--- src/rtl/mag_display_pkg.sv ---
// Shared types, constants and segment lookup for the mag_display back end.
package mag_display_pkg;

    localparam int unsigned MAG_W = 6;
    localparam int unsigned BCD_W = 4;
    localparam int unsigned SEG_W = 7;
    localparam int unsigned AN_W  = 3;
    localparam int unsigned CNT_W = 3;
    localparam int unsigned ITERS = 6;

    typedef enum logic [1:0] {
        ST_IDLE  = 2'd0,
        ST_SHIFT = 2'd1,
        ST_DONE  = 2'd2
    } state_e;

    typedef enum logic [1:0] {
        DIG_ONES = 2'd0,
        DIG_TENS = 2'd1,
        DIG_SIGN = 2'd2
    } dig_e;

    // Double-dabble working register: {tens, ones, remaining binary bits}
    typedef struct packed {
        logic [BCD_W-1:0] tens;
        logic [BCD_W-1:0] ones;
        logic [MAG_W-1:0] bin;
    } dd_t;

    localparam int unsigned DD_W = $bits(dd_t);

    localparam logic [SEG_W-1:0] SEG_BLANK = 7'b1111111;
    localparam logic [SEG_W-1:0] SEG_MINUS = 7'b0111111;

    function automatic logic [SEG_W-1:0] bcd_to_seg(input logic [BCD_W-1:0] d);
        logic [SEG_W-1:0] s;
        case (d)
            4'd0:    s = 7'b1000000;
            4'd1:    s = 7'b1111001;
            4'd2:    s = 7'b0100100;
            4'd3:    s = 7'b0110000;
            4'd4:    s = 7'b0011001;
            4'd5:    s = 7'b0010010;
            4'd6:    s = 7'b0000010;
            4'd7:    s = 7'b1111000;
            4'd8:    s = 7'b0000000;
            4'd9:    s = 7'b0010000;
            default: s = SEG_BLANK;
        endcase
        return s;
    endfunction

endpackage

--- src/rtl/seg_decode.sv ---
// Combinational BCD digit to active-low seven-segment pattern.
module seg_decode
    import mag_display_pkg::*;
(
    input  logic [BCD_W-1:0] bcd,
    output logic [SEG_W-1:0] seg_c
);

    assign seg_c = bcd_to_seg(bcd);

endmodule

--- src/rtl/mag_display.sv ---
// Captures a sign/magnitude pair, converts it to BCD by double-dabble and
// scans sign/tens/ones onto a 3-digit display. Option: MAG_DISPLAY_LZB_EN.
module mag_display
    import mag_display_pkg::*;
#(
    parameter int unsigned REFRESH_DIV = 50000
) (
    input  logic             CLK,
    input  logic             RST_N,
    input  logic [MAG_W-1:0] MAG_RESULT,
    input  logic             NEG_FLAG,
    input  logic             LOAD,
    output logic             BUSY,
    output logic [SEG_W-1:0] SEG,
    output logic [AN_W-1:0]  AN
);

    localparam int unsigned RC_W = (REFRESH_DIV > 1) ? $clog2(REFRESH_DIV) : 1;

    state_e           state_q, state_d;
    dd_t              dd_q, dd_d, dd_work;
    logic [CNT_W-1:0] bit_cnt_q, bit_cnt_d;
    logic             neg_pending_q, neg_pending_d;
    logic [BCD_W-1:0] tens_disp_q, tens_disp_d;
    logic [BCD_W-1:0] ones_disp_q, ones_disp_d;
    logic             sign_disp_q, sign_disp_d;
    logic             busy_q, busy_d;
    logic [RC_W-1:0]  rc_q, rc_d;
    dig_e             dsel_q, dsel_d;
    logic [SEG_W-1:0] seg_q, seg_d;
    logic [AN_W-1:0]  an_q, an_d;
    logic [BCD_W-1:0] dig_c;
    logic [SEG_W-1:0] dec_seg_c;

    always_ff @(posedge CLK or negedge RST_N) begin
        if (!RST_N) begin
            state_q       <= ST_IDLE;
            dd_q          <= '0;
            bit_cnt_q     <= '0;
            neg_pending_q <= 1'b0;
            tens_disp_q   <= '0;
            ones_disp_q   <= '0;
            sign_disp_q   <= 1'b0;
            busy_q        <= 1'b0;
            rc_q          <= '0;
            dsel_q        <= DIG_ONES;
            seg_q         <= SEG_BLANK;
            an_q          <= '1;
        end else begin
            state_q       <= state_d;
            dd_q          <= dd_d;
            bit_cnt_q     <= bit_cnt_d;
            neg_pending_q <= neg_pending_d;
            tens_disp_q   <= tens_disp_d;
            ones_disp_q   <= ones_disp_d;
            sign_disp_q   <= sign_disp_d;
            busy_q        <= busy_d;
            rc_q          <= rc_d;
            dsel_q        <= dsel_d;
            seg_q         <= seg_d;
            an_q          <= an_d;
        end
    end

    // Conversion FSM: capture, six add-3/shift iterations, then commit
    always_comb begin
        state_d       = state_q;
        dd_d          = dd_q;
        dd_work       = dd_q;
        bit_cnt_d     = bit_cnt_q;
        neg_pending_d = neg_pending_q;
        tens_disp_d   = tens_disp_q;
        ones_disp_d   = ones_disp_q;
        sign_disp_d   = sign_disp_q;
        case (state_q)
            ST_IDLE: begin
                if (LOAD) begin
                    state_d       = ST_SHIFT;
                    dd_d          = '{tens: '0, ones: '0, bin: MAG_RESULT};
                    neg_pending_d = NEG_FLAG;
                    bit_cnt_d     = '0;
                end
            end
            ST_SHIFT: begin
                if (dd_work.tens >= BCD_W'(5)) dd_work.tens = dd_work.tens + BCD_W'(3);
                if (dd_work.ones >= BCD_W'(5)) dd_work.ones = dd_work.ones + BCD_W'(3);
                dd_d      = dd_t'(DD_W'(dd_work) << 1);
                bit_cnt_d = bit_cnt_q + CNT_W'(1);
                if (bit_cnt_q == CNT_W'(ITERS - 1)) state_d = ST_DONE;
            end
            ST_DONE: begin
                tens_disp_d = dd_q.tens;
                ones_disp_d = dd_q.ones;
                sign_disp_d = neg_pending_q;
                state_d     = ST_IDLE;
            end
            default: state_d = ST_IDLE;
        endcase
        busy_d = (state_d != ST_IDLE);
    end

    // Free-running refresh counter and digit select
    always_comb begin
        rc_d   = rc_q + RC_W'(1);
        dsel_d = dsel_q;
        if (rc_q == RC_W'(REFRESH_DIV - 1)) begin
            rc_d = '0;
            case (dsel_q)
                DIG_ONES: dsel_d = DIG_TENS;
                DIG_TENS: dsel_d = DIG_SIGN;
                default:  dsel_d = DIG_ONES;
            endcase
        end
    end

    always_comb begin
        dig_c = ones_disp_q;
        if (dsel_q == DIG_TENS) dig_c = tens_disp_q;
    end

    seg_decode u_seg_decode (
        .bcd   (dig_c),
        .seg_c (dec_seg_c)
    );

    always_comb begin
        seg_d = dec_seg_c;
        an_d  = 3'b110;
        case (dsel_q)
            DIG_TENS: begin
                an_d = 3'b101;
`ifdef MAG_DISPLAY_LZB_EN
                if (tens_disp_q == '0) seg_d = SEG_BLANK;
`endif
            end
            DIG_SIGN: begin
                an_d  = 3'b011;
                seg_d = sign_disp_q ? SEG_MINUS : SEG_BLANK;
            end
            default: ;
        endcase
    end

    assign BUSY = busy_q;
    assign SEG  = seg_q;
    assign AN   = an_q;

endmodule

--- config.mk ---
export PLATFORM = sky130hd
export DESIGN_NAME = mag_display
export DESIGN_NICKNAME = d
export VERILOG_FILES = /design/src/rtl/mag_display_pkg.sv /design/src/rtl/seg_decode.sv /design/src/rtl/mag_display.sv
export SDC_FILE = /design/constraint.sdc
export NUM_CORES = 1
export LEC_CHECK = 0
export ABC_AREA = 1
export CAP_MARGIN = 5
export CORE_MARGIN = 8
export CORE_UTILIZATION = 36
export DETAILED_ROUTE_END_ITERATION = 6
export DONT_BUFFER_PORTS = 1
export PLACE_DENSITY_LB_ADDON = 0.15
export SLEW_MARGIN = 10
export SYNTH_ARGS = -nofsm -noshare
export SYNTH_HDL_FRONTEND = slang
export SYNTH_SLANG_ARGS = --single-unit
--- constraint.sdc ---
create_clock -name CLK -period 2.8 [get_ports CLK]
set_input_delay 0.28 -clock CLK [delete_from_list [all_inputs] [get_ports CLK]]
set_output_delay 0.28 -clock CLK [all_outputs]
set_load 0.01 [all_outputs]
== Yosys cells after proc, flatten, opt, wreduce, memory -nomap -nowiden ==
Memory sizes are Yosys's and may differ from the RTL's.
Index checks and enable logic that the tools add are counted.
Widths: inputs -> output; s select.
Word-level totals
  flip-flop bits (word level): 58
  bits in read-only memories: 112
  input bits: 10
  output and inout bits: 11
  logic and storage cells: 49
  memories kept: 1
Operators by class
  add/sub/neg operators: 4
  order comparisons: 2
  equal/unequal tests: 7
  multiplexer cells: 15
  reductions and logical operators: 6
Memories
  (name not given): words 16, bits a word 7, rd ports 1, clocked after Yosys merged registers in 0, write ports 0, line mag_display_pkg.sv:37  | case (d)
Operators by type and width (count)
  $pmux 14 s2: 1
  $add 16x1->16 const B: 1
  $eq 16x16->1 const B: 1
  $mux 16: 1
  $mux 14: 1
  $mux 7: 2
  $pmux 3 s2: 2
  $ge 4x3->1 const B: 2
  $mux 4: 2
  $pmux 2 s2: 2
  $mux 3: 2
  $add 4x2->4 const B: 1
  $eq 2x1->1 const B: 2
  $eq 2x2->1 const B: 2
  $logic_not 2->1: 2
  $mux 2: 2
  $reduce_and 2->1: 2
  $reduce_bool 2->1: 2
  $add 3x1->3 const B: 1
  $add 3x2->3 const B: 1
  $eq 3x3->1 const B: 1
  $ne 2x2->1 const B: 1

== Logic depth before layout (Yosys ltp) ==
Gate-level depths: netlist of run 1.
  depth in word-level cells: 4
  mapped depth: 10
  gate-level depth less buffers: 10

== By module ==
From an unflattened synthesis of run 1, not the netlist that was laid out.
Unflattened totals
  cell total of the unflattened synthesis: 347
  area total of the unflattened synthesis: 2941.6 um^2
Modules (own cells, without submodules)
  mag_display: instances 1, cells an instance 312, area an instance 2753.9 um^2, seq. area each 1463.9 um^2
  seg_decode: instances 1, cells an instance 35, area an instance 187.7 um^2, seq. area each 0.0 um^2

== Least setup slack after synthesis of run 1 ==
No wires, ideal clock.
  path type: flip-flop to flip-flop
  start: reg dsel_q[1]
  end: reg seg_q[4], in the netlist SEG[4]
  setup time: 0.090 ns
  arrival: 1.291 ns
  data required time: 2.710 ns
  slack: 1.419 ns
  cell stages (with the launch flop): 9
  buffers on the path: 0
  period minus slack after synthesis: 1.381 ns
  cells stage by stage: dfrtp_1 -> inv_1 -> ha_1 -> inv_2 -> nand2_1 -> nand2_2 -> nand2_4 -> a21oi_4 -> o211ai_2
On the way
  word-level cells in the longest chain between the ends: 4
  elaborated cells on any way between the ends: 5
  classes of those cells: eq/ne: 2; mux: 2; memory: 1
Ends and longest elaborated chain
  start: declaration: line mag_display.sv:29  | dig_e dsel_q, dsel_d;
  start signal: assignment: line mag_display.sv:59  | dsel_q <= dsel_d;
  $eq 2x1->1: line mag_display.sv:118  | if (dsel_q == DIG_TENS) dig_c = tens_disp_q;
  $mux 4: line mag_display.sv:118
  $mem_v2 16x7
  $mux 7 (*): line mag_display.sv:129  | case (dsel_q)
  via seg_d[4]: line mag_display.sv:30  | logic [SEG_W-1:0] seg_q, seg_d;
  end signal: assignment: line mag_display.sv:60  | seg_q <= seg_d;
  end: declaration: line mag_display.sv:30
Mark *: on every way through the listed nets, which the timed path passes. The rest lies on a longest branch.
A chain may end at the register's enable or synchronous reset.

== Worst setup path in the final report of run 1 ==
  start: reg state_q[1]
  end: reg dd_q[5] (netlist name)
On the way
  word-level cells in the longest chain between the ends: 3
  elaborated cells on any way between the ends: 6
  classes of those cells: eq/ne: 2; mux: 1; reduce/logical: 3
Ends and longest elaborated chain
  start: declaration: line mag_display.sv:20  | state_e state_q, state_d;
  start signal: assignment: line mag_display.sv:50  | state_q <= state_d;
  $eq 2x1->1 or $logic_not 2->1 (tied branches): line mag_display.sv:75  | case (state_q)
  $reduce_bool 2->1 (no line) or $ne 2x2->1 (tied branches)
  $reduce_and 2->1 (no line)
  end signal: assignment: line mag_display.sv:38  | dd_q <= '0;
  end signal: assignment: line mag_display.sv:51  | dd_q <= dd_d;
  end: declaration: line mag_display.sv:21  | dd_t dd_q, dd_d, dd_work;
Parallel ways exist; a longest one is shown, timed or not.

==> results_dict.tcl, run 1 <==
set metrics [dict create \
    status "completed" \
    initial_core_util_pct 37.1 \
    post-synth-top-count-cell "nand2_1" \
    numCtsBuffers 9 \
    peakVddDrop_uv 447 \
    grt_pass1_vias 1973 \
    hold_buffers 2 \
    synth_edf_count 0 \
    grt.overflow.total 0 \
    seq_area_frac_synth_pct 51.0 \
    synth_area_um2 2870 \
    yosys.area_share.simple_pct 25.0 \
    syn_avg_cell_area_um2 8.56 \
    synth_seq_cells 58 \
    fin_ws_ns 1.04 \
    drtPass1Iterations 4 \
    antenna_left 0 \
    leakage_nw 1.57 \
    htree_levels 3 \
    cp_max_fo 18 \
    grt_antenna_before_repair 0 \
    area_delta_synth_final_pct 12.3 \
    fmax_mhz 569 \
    synthXorXnorAreaFrac_pct 1.53 \
    die_w_um 105 \
    die_area_um2 11100 \
    wirelength_mm 5.19 \
    grt_pass1_wl_mm 9.10 \
    final_area_um2 3220 \
    fin_skew_ns 0.0104 \
    finalHoldViolCount 0 \
    synthMuxAreaShare_pct 0 \
    track_usage_pct 10.0 \
    pre_cts_ws_ns 1.01 \
    synthFlopType "dfrtp_1" \
    synth_nets 357 \
    nets 366 \
    via_count 2034 \
    gp_routability_congestion 0.812 \
    post_cts_buffers 0 \
    synth-compound-area-share_pct 9.64 \
    synth_cell_types 33 \
    grt_max_degree 59 \
    drt_iter0_drc 61 \
    synth_top_family_by_area "simple AND/OR/NAND/NOR gates" \
    fin_crit_sh_pct 62.8 \
    diodes 0 \
    tightest_slew_ns 0.567 \
    rows 32 \
    synthAdderAreaFrac_pct 5.24 \
    yosysWarnings 0 \
    end_kind "flop" \
    cts-root-buf "clkbuf_8" \
    cts.path.max_buffers 2 \
    clock_latency_ns 0.33 \
    slowest_stage "nor2_2" \
    post_dp_cell_area_um2 2970 \
    min_path_type "input port to flop" \
    synth_area_leader_cell "dfrtp_1" \
    synthArstFlopShare_pct 100 \
    cp.required_ns 3.05 \
    viasPerCell 4.51 \
    cts_tree "done" \
    setup_tns_ns 0 \
    syn_inst 335 \
    crit_arrival_ns 2.01 \
    rsz0062_at_grt "false" \
    utilization_pct 41.7 \
    start_kind "flop" \
    drive_above_1_share_pct 15.2 \
    cap_violations 0 \
    drc 0 \
    powerDensity_nw_per_um2 917 \
    maxSlewViolCount 0 \
    synth_top_area_share_pct 41.9 \
    cts.sinks 58 \
    path_class "flop to flop" \
    cts.repair.resized 0 \
    io_buffers 0 \
    path_cells "nor2_2 -> inv_2 -> nand2_2 -> o21ai_0 -> o22ai_1" \
    path_clk_slew_ns 0.06 \
    setup_viol 0 \
    die_h_um 105 \
    hpwlAfterDp_mm 3.62 \
    core_area_um2 7730 \
    ys_top_cells_by_area "dfrtp_1, nand2_1, dfstp_2" \
    routedWlPerCell_um 11.5 \
    ioPinCount 21 \
    synth_common_cells "nand2_1, dfrtp_1, inv_1" \
    slew_headroom_pct 62.1 \
    period_needed_ns 1.76 \
    cpPeakStageDelay_ns 0.47 \
]
## flip-flops by register name (all words and copies together), names as in the netlist, 2 cells and up
name and flops:
dsel_q 2, rc_q 16, bit_cnt_q 3, state_q 2, AN 3, ones_disp_q 4
SEG 7, tens_disp_q 4, dd_q 14
## cell families after synthesis
logic type	count (synthesis)
XOR/XNOR	5
adder cells (fa/ha/maj)	12
AO/OA/AOI/OAI	49
flip-flops	58
buffers and inverters	55
AND/OR/NAND/NOR	156
## final cells by class
class	instances	area [um^2]
inverters	51	194
clock buffers	14	173
clock inverters	2	35.0
well taps	102	128
repair buffers	2	37.5
flip-flops and latches	58	1460
fillers	781	4510
multi-input cells	222	1190
## power by group
| part | internal [W] | switching, W | total, W | leakage [nW] |
|---|---|---|---|---|
| logic | 0.000322 | 0.000571 | 0.000893 | 0.750 |
| clock network | 0.000483 | 0.000305 | 0.000788 | 0.107 |
| registers | 0.00111 | 0.000157 | 0.00127 | 0.716 |
## worst max-delay path, delay by kind of cell, from the launching register on
kind | cells | cell delay [ns]
compound gates | 2 | 0.27
buf+inv | 1 | 0.22
flops | 1 | 0.40
simple gates | 2 | 0.79
## layout by cell type (no fill, tap or decap)
cell type / n
nand2_2: 10
ha_1: 12
clkbuf_1: 2
a21oi_1: 9
buf_16: 1
inv_1: 47
nand3b_1: 1
nor2_1: 30
o21ai_1: 6
dfstp_2: 10
o31ai_1: 1
nand2_4: 3
inv_2: 2
nand3_1: 16
clkbuf_8: 12
nor3_2: 1
nor3_1: 6
nand2_1: 77
nand3_2: 2
a21oi_4: 1
nor2_4: 2
o21a_1: 1
xnor2_1: 1
nand4_1: 4
o211ai_1: 1
or2_2: 1
dlygate4sd3_1: 1
dfrtp_1: 48
bufinv_16: 1
nor2_2: 3
xor2_1: 4
o211ai_2: 1
o22ai_1: 4
clkinv_2: 3
o21ai_0: 25
## per-layer routing
metal	global-route usage [%]	share of wire, %
met1	12.7	50
met3	4.14	5.6
met5	0	0
met4	4.28	1.1
met2	14.7	43
## through the flow
stage	hold slack, ns	power [W]	std cells
final	0.0701	0.00295	451
after CTS	0.0512	0.00300	451
after detailed placement	-0.0133	0.00216	433
after global routing	0.0534	0.00321	451
after global placement	-0.0136	0.00215	433
after floorplan	-0.0156	0.00199	335
## final timing paths
check | from | endpoint | slack [ns] | cells after the start
max | state_q[1]$_DFF_PN0_ | dd_q[5]$_DFFE_PN0P_ | 1.04 | 5
min | MAG_RESULT[0] | dd_q[0]$_DFFE_PN0P_ | 0.07 | 2
max reg2reg | state_q[1]$_DFF_PN0_ | dd_q[5]$_DFFE_PN0P_ | 1.04 | 5
min reg2reg | rc_q[0]$_DFF_PN0_ | rc_q[0]$_DFF_PN0_ | 0.48 | 1
max in group asynchronous | RST_N | SEG[4]$_DFF_PN1_ | 2.04 | 2
min in group asynchronous | RST_N | rc_q[4]$_DFF_PN0_ | 0.46 | 2
Note: power is estimated with default switching activity, not from simulation.
==> run 2, diff against run 1 <==
- clock period: 2.8 -> 1.6 ns (I/O delays scaled with it)
==> run 2 against run 1 <==
  * Sequential power up 75%
  * Sequential share of layout area down 0.82 points
  * Core utilization grew 0.76 points
  * Final area up 1.8%
  * Via count is 1.1% higher
==> results_dict.tcl, run 2 (same netlist as run 1, synthesis figures left out) <==
set metrics [dict create \
    pre_cts_ws_ns 0.100 \
    powerDensity_nw_per_um2 1590 \
    start_kind "flop" \
    antenna_left 0 \
    finalHoldViolCount 0 \
    cap_violations 0 \
    cts.sinks 58 \
    final_common_cell "nand2_1" \
    worstSetupPathDepth 9 \
    end_kind "flop" \
    drtPass1Iterations 4 \
    tightest_slew_ns 0.525 \
    wirelength_mm 5.54 \
    cp.required_ns 1.83 \
    path_cells "ha_1 -> nand2_2 -> inv_1 -> nand2_2 -> nor2_4 -> nand2_4 -> clkinv_2 -> nand2_1 -> nand2_1" \
    setup_viol 0 \
    layout_common_cells "nand2_1, dfrtp_1, inv_1" \
    crit_arrival_ns 1.63 \
    post_cts_buffers 0 \
    status "completed" \
    rr_worst_depth 9 \
    ioPinCount 21 \
    leakage_nw 1.60 \
    period_needed_ns 1.40 \
    holdWs_ns 0.0360 \
    die_area_um2 11100 \
    clock_latency_ns 0.33 \
    slew_headroom_pct 64.9 \
    cts-root-buf "clkbuf_8" \
    io_buffers 0 \
    diodes 0 \
    nets 372 \
    grt_max_degree 59 \
    regMostFlops "rc_q" \
    core_area_um2 7730 \
    fin_ws_ns 0.198 \
    rows 32 \
    maxSlewViolCount 0 \
    cpPeakStageDelay_ns 0.40 \
    cts.path.max_buffers 2 \
    grt_antenna_before_repair 0 \
    die_h_um 105 \
    critPathTopFamily "simple AND/OR/NAND/NOR gates" \
    cp_max_fo 8 \
    viasPerCell 4.50 \
    hold_depth 2 \
    track_usage_pct 10.9 \
    path_class "flop to flop" \
    area_delta_synth_final_pct 14.3 \
    grt_pass1_vias 2055 \
    min_path_type "input port to flop" \
    numCtsBuffers 9 \
    fin_crit_sh_pct 87.6 \
    critPathBufInv 2 \
    via_count 2057 \
    drt_iter0_drc 54 \
    drc 0 \
    peakVddDrop_uv 602 \
    htree_levels 3 \
    path_clk_slew_ns 0.07 \
    hpwlAfterDp_mm 3.81 \
    cts_tree "done" \
    rsz0062_at_grt "false" \
    drive_above_1_share_pct 17.2 \
    fin_skew_ns 0.00606 \
    grt_pass1_wl_mm 9.80 \
    setup_tns_ns 0 \
    gp_routability_congestion 0.765 \
    fmax_mhz 713 \
    routedWlPerCell_um 12.1 \
    largest_reg_flops 16 \
    die_w_um 105 \
    grt.overflow.total 0 \
    initial_core_util_pct 37.1 \
    slowest_stage "dfrtp_1" \
]
[run 2: through the flow]
step | std cells | util, % | total power (W) | instance area (um^2)
floorplan | 335 | - | 0.00348 | 2870
global placement | 437 | 38.9 | 0.00381 | 3000
detailed placement | 437 | 38.9 | 0.00385 | 3000
CTS | 457 | 42.2 | 0.00529 | 3260
global route | 457 | 42.4 | 0.00570 | 3280
finish | 457 | 42.4 | 0.00523 | 3280
[run 2: timing repair]
item,CTS,global route
endpoints found under the setup margin,0,9
resized for setup,0,5
hold buffers,4,0
hold endpoints to repair,60,0
[run 2: final timing paths]
path / start / to / slack, ns
setup / recovery: rc_q[0]$_DFF_PN0_ / dsel_q[0]$_DFFE_PN0N_ / 0.20
hold / removal: MAG_RESULT[5] / dd_q[5]$_DFFE_PN0P_ / 0.04
setup reg to reg: rc_q[0]$_DFF_PN0_ / dsel_q[0]$_DFFE_PN0N_ / 0.20
hold reg to reg: tens_disp_q[3]$_DFFE_PN0N_ / tens_disp_q[3]$_DFFE_PN0N_ / 0.48
max in group asynchronous: RST_N / SEG[4]$_DFF_PN1_ / 0.93
min in group asynchronous: RST_N / rc_q[1]$_DFF_PN0_ / 0.38
[run 2: cell type report]
type	count	area, um^2
clock inverter	3	40.0
clock buffer	13	159
timing repair buffer	8	87.6
sequential	58	1460
fill	793	4450
inverter	51	194
tap	102	128
multi-input combinational	222	1210
[run 2: power breakdown]
part | internal, W | total (W) | switching (W)
Combinational | 0.000608 | 0.00164 | 0.00103
Clock | 0.000800 | 0.00136 | 0.000563
Sequential | 0.00195 | 0.00222 | 0.000274
[run 2: layer usage]
layer | wire length (um) | global-route usage [%]
met5 | 0 | 0
met1 | 2860 | 14.3
met3 | 238 | 3.11
met4 | 85 | 6.42
met2 | 2360 | 15.7
==> run 3, diff against run 2 <==
- CORE_UTILIZATION: 36 -> 30
==> run 3 against run 2 <==
  * Fmax fell by 1.4%
  * Cell count rose by 5.9%
  * Global-route usage fell by 1.2 points
  * Sequential cell count did not move
  * Power rose by 1.4%
  * Critical path depth fell by 1
  * Count of clock-buffer cells in the layout fell by 3
  * Clock skew rose by 0.0021 ns
  * Final area rose by 1.5%
  * Highest routed layer unchanged
==> results_dict.tcl, run 3 (same netlist as run 1, synthesis figures left out) <==
set metrics [dict create \
    finalHoldViolCount 0 \
    slowest_stage "dfrtp_1" \
    initial_core_util_pct 31.0 \
    drc 0 \
    grt_pass1_vias 2140 \
    min_path_type "input port to flop" \
    largest_reg_flops 16 \
    grt_max_degree 59 \
    rows 35 \
    drtPass1Iterations 4 \
    diodes 0 \
    regMostFlops "rc_q" \
    setup_tns_ns 0 \
    grt.overflow.total 0 \
    worstSetupPathDepth 8 \
    hold_depth 2 \
    path_clk_slew_ns 0.07 \
    rr_worst_depth 8 \
    cts-root-buf "clkbuf_8" \
    antenna_left 0 \
    io_buffers 0 \
    gp_routability_congestion 0.806 \
    final_area_um2 3330 \
    cap_violations 0 \
    grt_pass1_wl_mm 9.95 \
    post_dp_cell_area_um2 3040 \
    critPathTopFamily "simple AND/OR/NAND/NOR gates" \
    crit_arrival_ns 1.67 \
    cp.required_ns 1.85 \
    fin_crit_sh_pct 88.8 \
    hpwlAfterDp_mm 3.84 \
    powerDensity_nw_per_um2 1590 \
    wirelength_mm 5.52 \
    critPathBufInv 2 \
    cp_max_fo 8 \
    nFillCells 950 \
    routedWlPerCell_um 11.4 \
    peakVddDrop_uv 789 \
    drive_above_1_share_pct 17.5 \
    status "completed" \
    multiInputGateArea_um2 1210 \
    end_kind "flop" \
    fin_skew_ns 0.00818 \
    rsz0062_at_grt "false" \
    leakage_nw 1.60 \
    htree_levels 3 \
    cpPeakStageDelay_ns 0.40 \
    die_area_um2 12900 \
    clock_latency_ns 0.33 \
    numCtsBuffers 9 \
    die_w_um 114 \
    fmax_mhz 703 \
    path_cells "ha_1 -> nand2_2 -> inv_1 -> nand2_2 -> nor2_4 -> nand2_4 -> clkinv_2 -> nor3_1" \
    die_h_um 114 \
    viasPerCell 4.30 \
    path_class "flop to flop" \
    drt_iter0_drc 66 \
    cts.path.max_buffers 2 \
    area_delta_synth_final_pct 16.0 \
    slew_headroom_pct 66.4 \
    tightest_slew_ns 0.503 \
    track_usage_pct 9.69 \
    grt_antenna_before_repair 0 \
    setup_viol 0 \
    core_area_um2 9240 \
    layout_common_cells "nand2_1, dfrtp_1, inv_1" \
    post_cts_buffers 0 \
    path_common_cell "nand2_2" \
    period_needed_ns 1.42 \
    ioPinCount 21 \
    cts.sinks 58 \
    cts_tree "done" \
    via_count 2083 \
    ff_latch_area_um2 1460 \
    start_kind "flop" \
    nets 372 \
    final_common_cell "nand2_1" \
    maxSlewViolCount 0 \
]
==> run 3: cell count changes in the layout (fill, tap and decap cells not counted) <==
cell	delta
clkinvlp_4	+1
clkinv_2	+1
bufinv_16	+1
o31ai_2	+1
nand2_2	-1
clkbuf_1	-1
clkbuf_8	-2
o31ai_1	-1
nand2_1	+1
==> run 3: stage by stage <==
stage                     total power [W]  instances  hold slack [ns]  util, %  worst slack [ns]
final                             0.00530        484           0.0497     36.0             0.179
after CTS                         0.00538        484           0.0262     35.8            0.0817
after floorplan                   0.00348        335           -0.136        -             0.219
after detailed placement          0.00384        464           -0.133     32.9            0.0977
after global routing              0.00580        484           0.0607     36.0            0.0124
after global placement            0.00382        464           -0.133     32.9             0.111
==> run 3: timing repair <==
action                     4_1_cts  5_1_grt
hold buffers                     4        0
gates resized for setup          0        5
hold endpoints to repair        60        0
setup endpoints to repair        0        9
==> run 3: cell type report <==
class                      instances  share of cell area, %
sequential                        58                   44.0
multi-input combinational        222                   36.3
inverter                          51                   5.83
tap                              129                   4.85
clock buffer                      10                   3.84
timing repair buffer               8                   2.63
clock inverter                     6                   2.48
==> run 3: routing by layer <==
metal	share of wire, %	GRT usage, %	routed length (um)
met5	0	0	0
met4	1.4	4.26	78
met3	5.9	3.54	324
met2	42	14.4	2300
met1	51	12.3	2820
==> run 3: report_power, final <==
group          leakage [nW]  switching, W  total, W  internal [W]
logic                 0.781       0.00101   0.00162      0.000608
clock network         0.106      0.000581   0.00145      0.000869
registers             0.716      0.000276   0.00223       0.00195
total                  1.60       0.00187   0.00530       0.00343
==> run 3: worst paths after layout <==
path / startpoint / end / slack (ns)
max in group asynchronous: RST_N / SEG[2]$_DFF_PN1_ / 0.96
min in group asynchronous: RST_N / rc_q[2]$_DFF_PN0_ / 0.33
min: MAG_RESULT[2] / dd_q[2]$_DFFE_PN0P_ / 0.05
min reg2reg: rc_q[0]$_DFF_PN0_ / rc_q[0]$_DFF_PN0_ / 0.47
max: rc_q[0]$_DFF_PN0_ / rc_q[6]$_DFF_PN0_ / 0.18
max reg2reg: rc_q[0]$_DFF_PN0_ / rc_q[6]$_DFF_PN0_ / 0.18
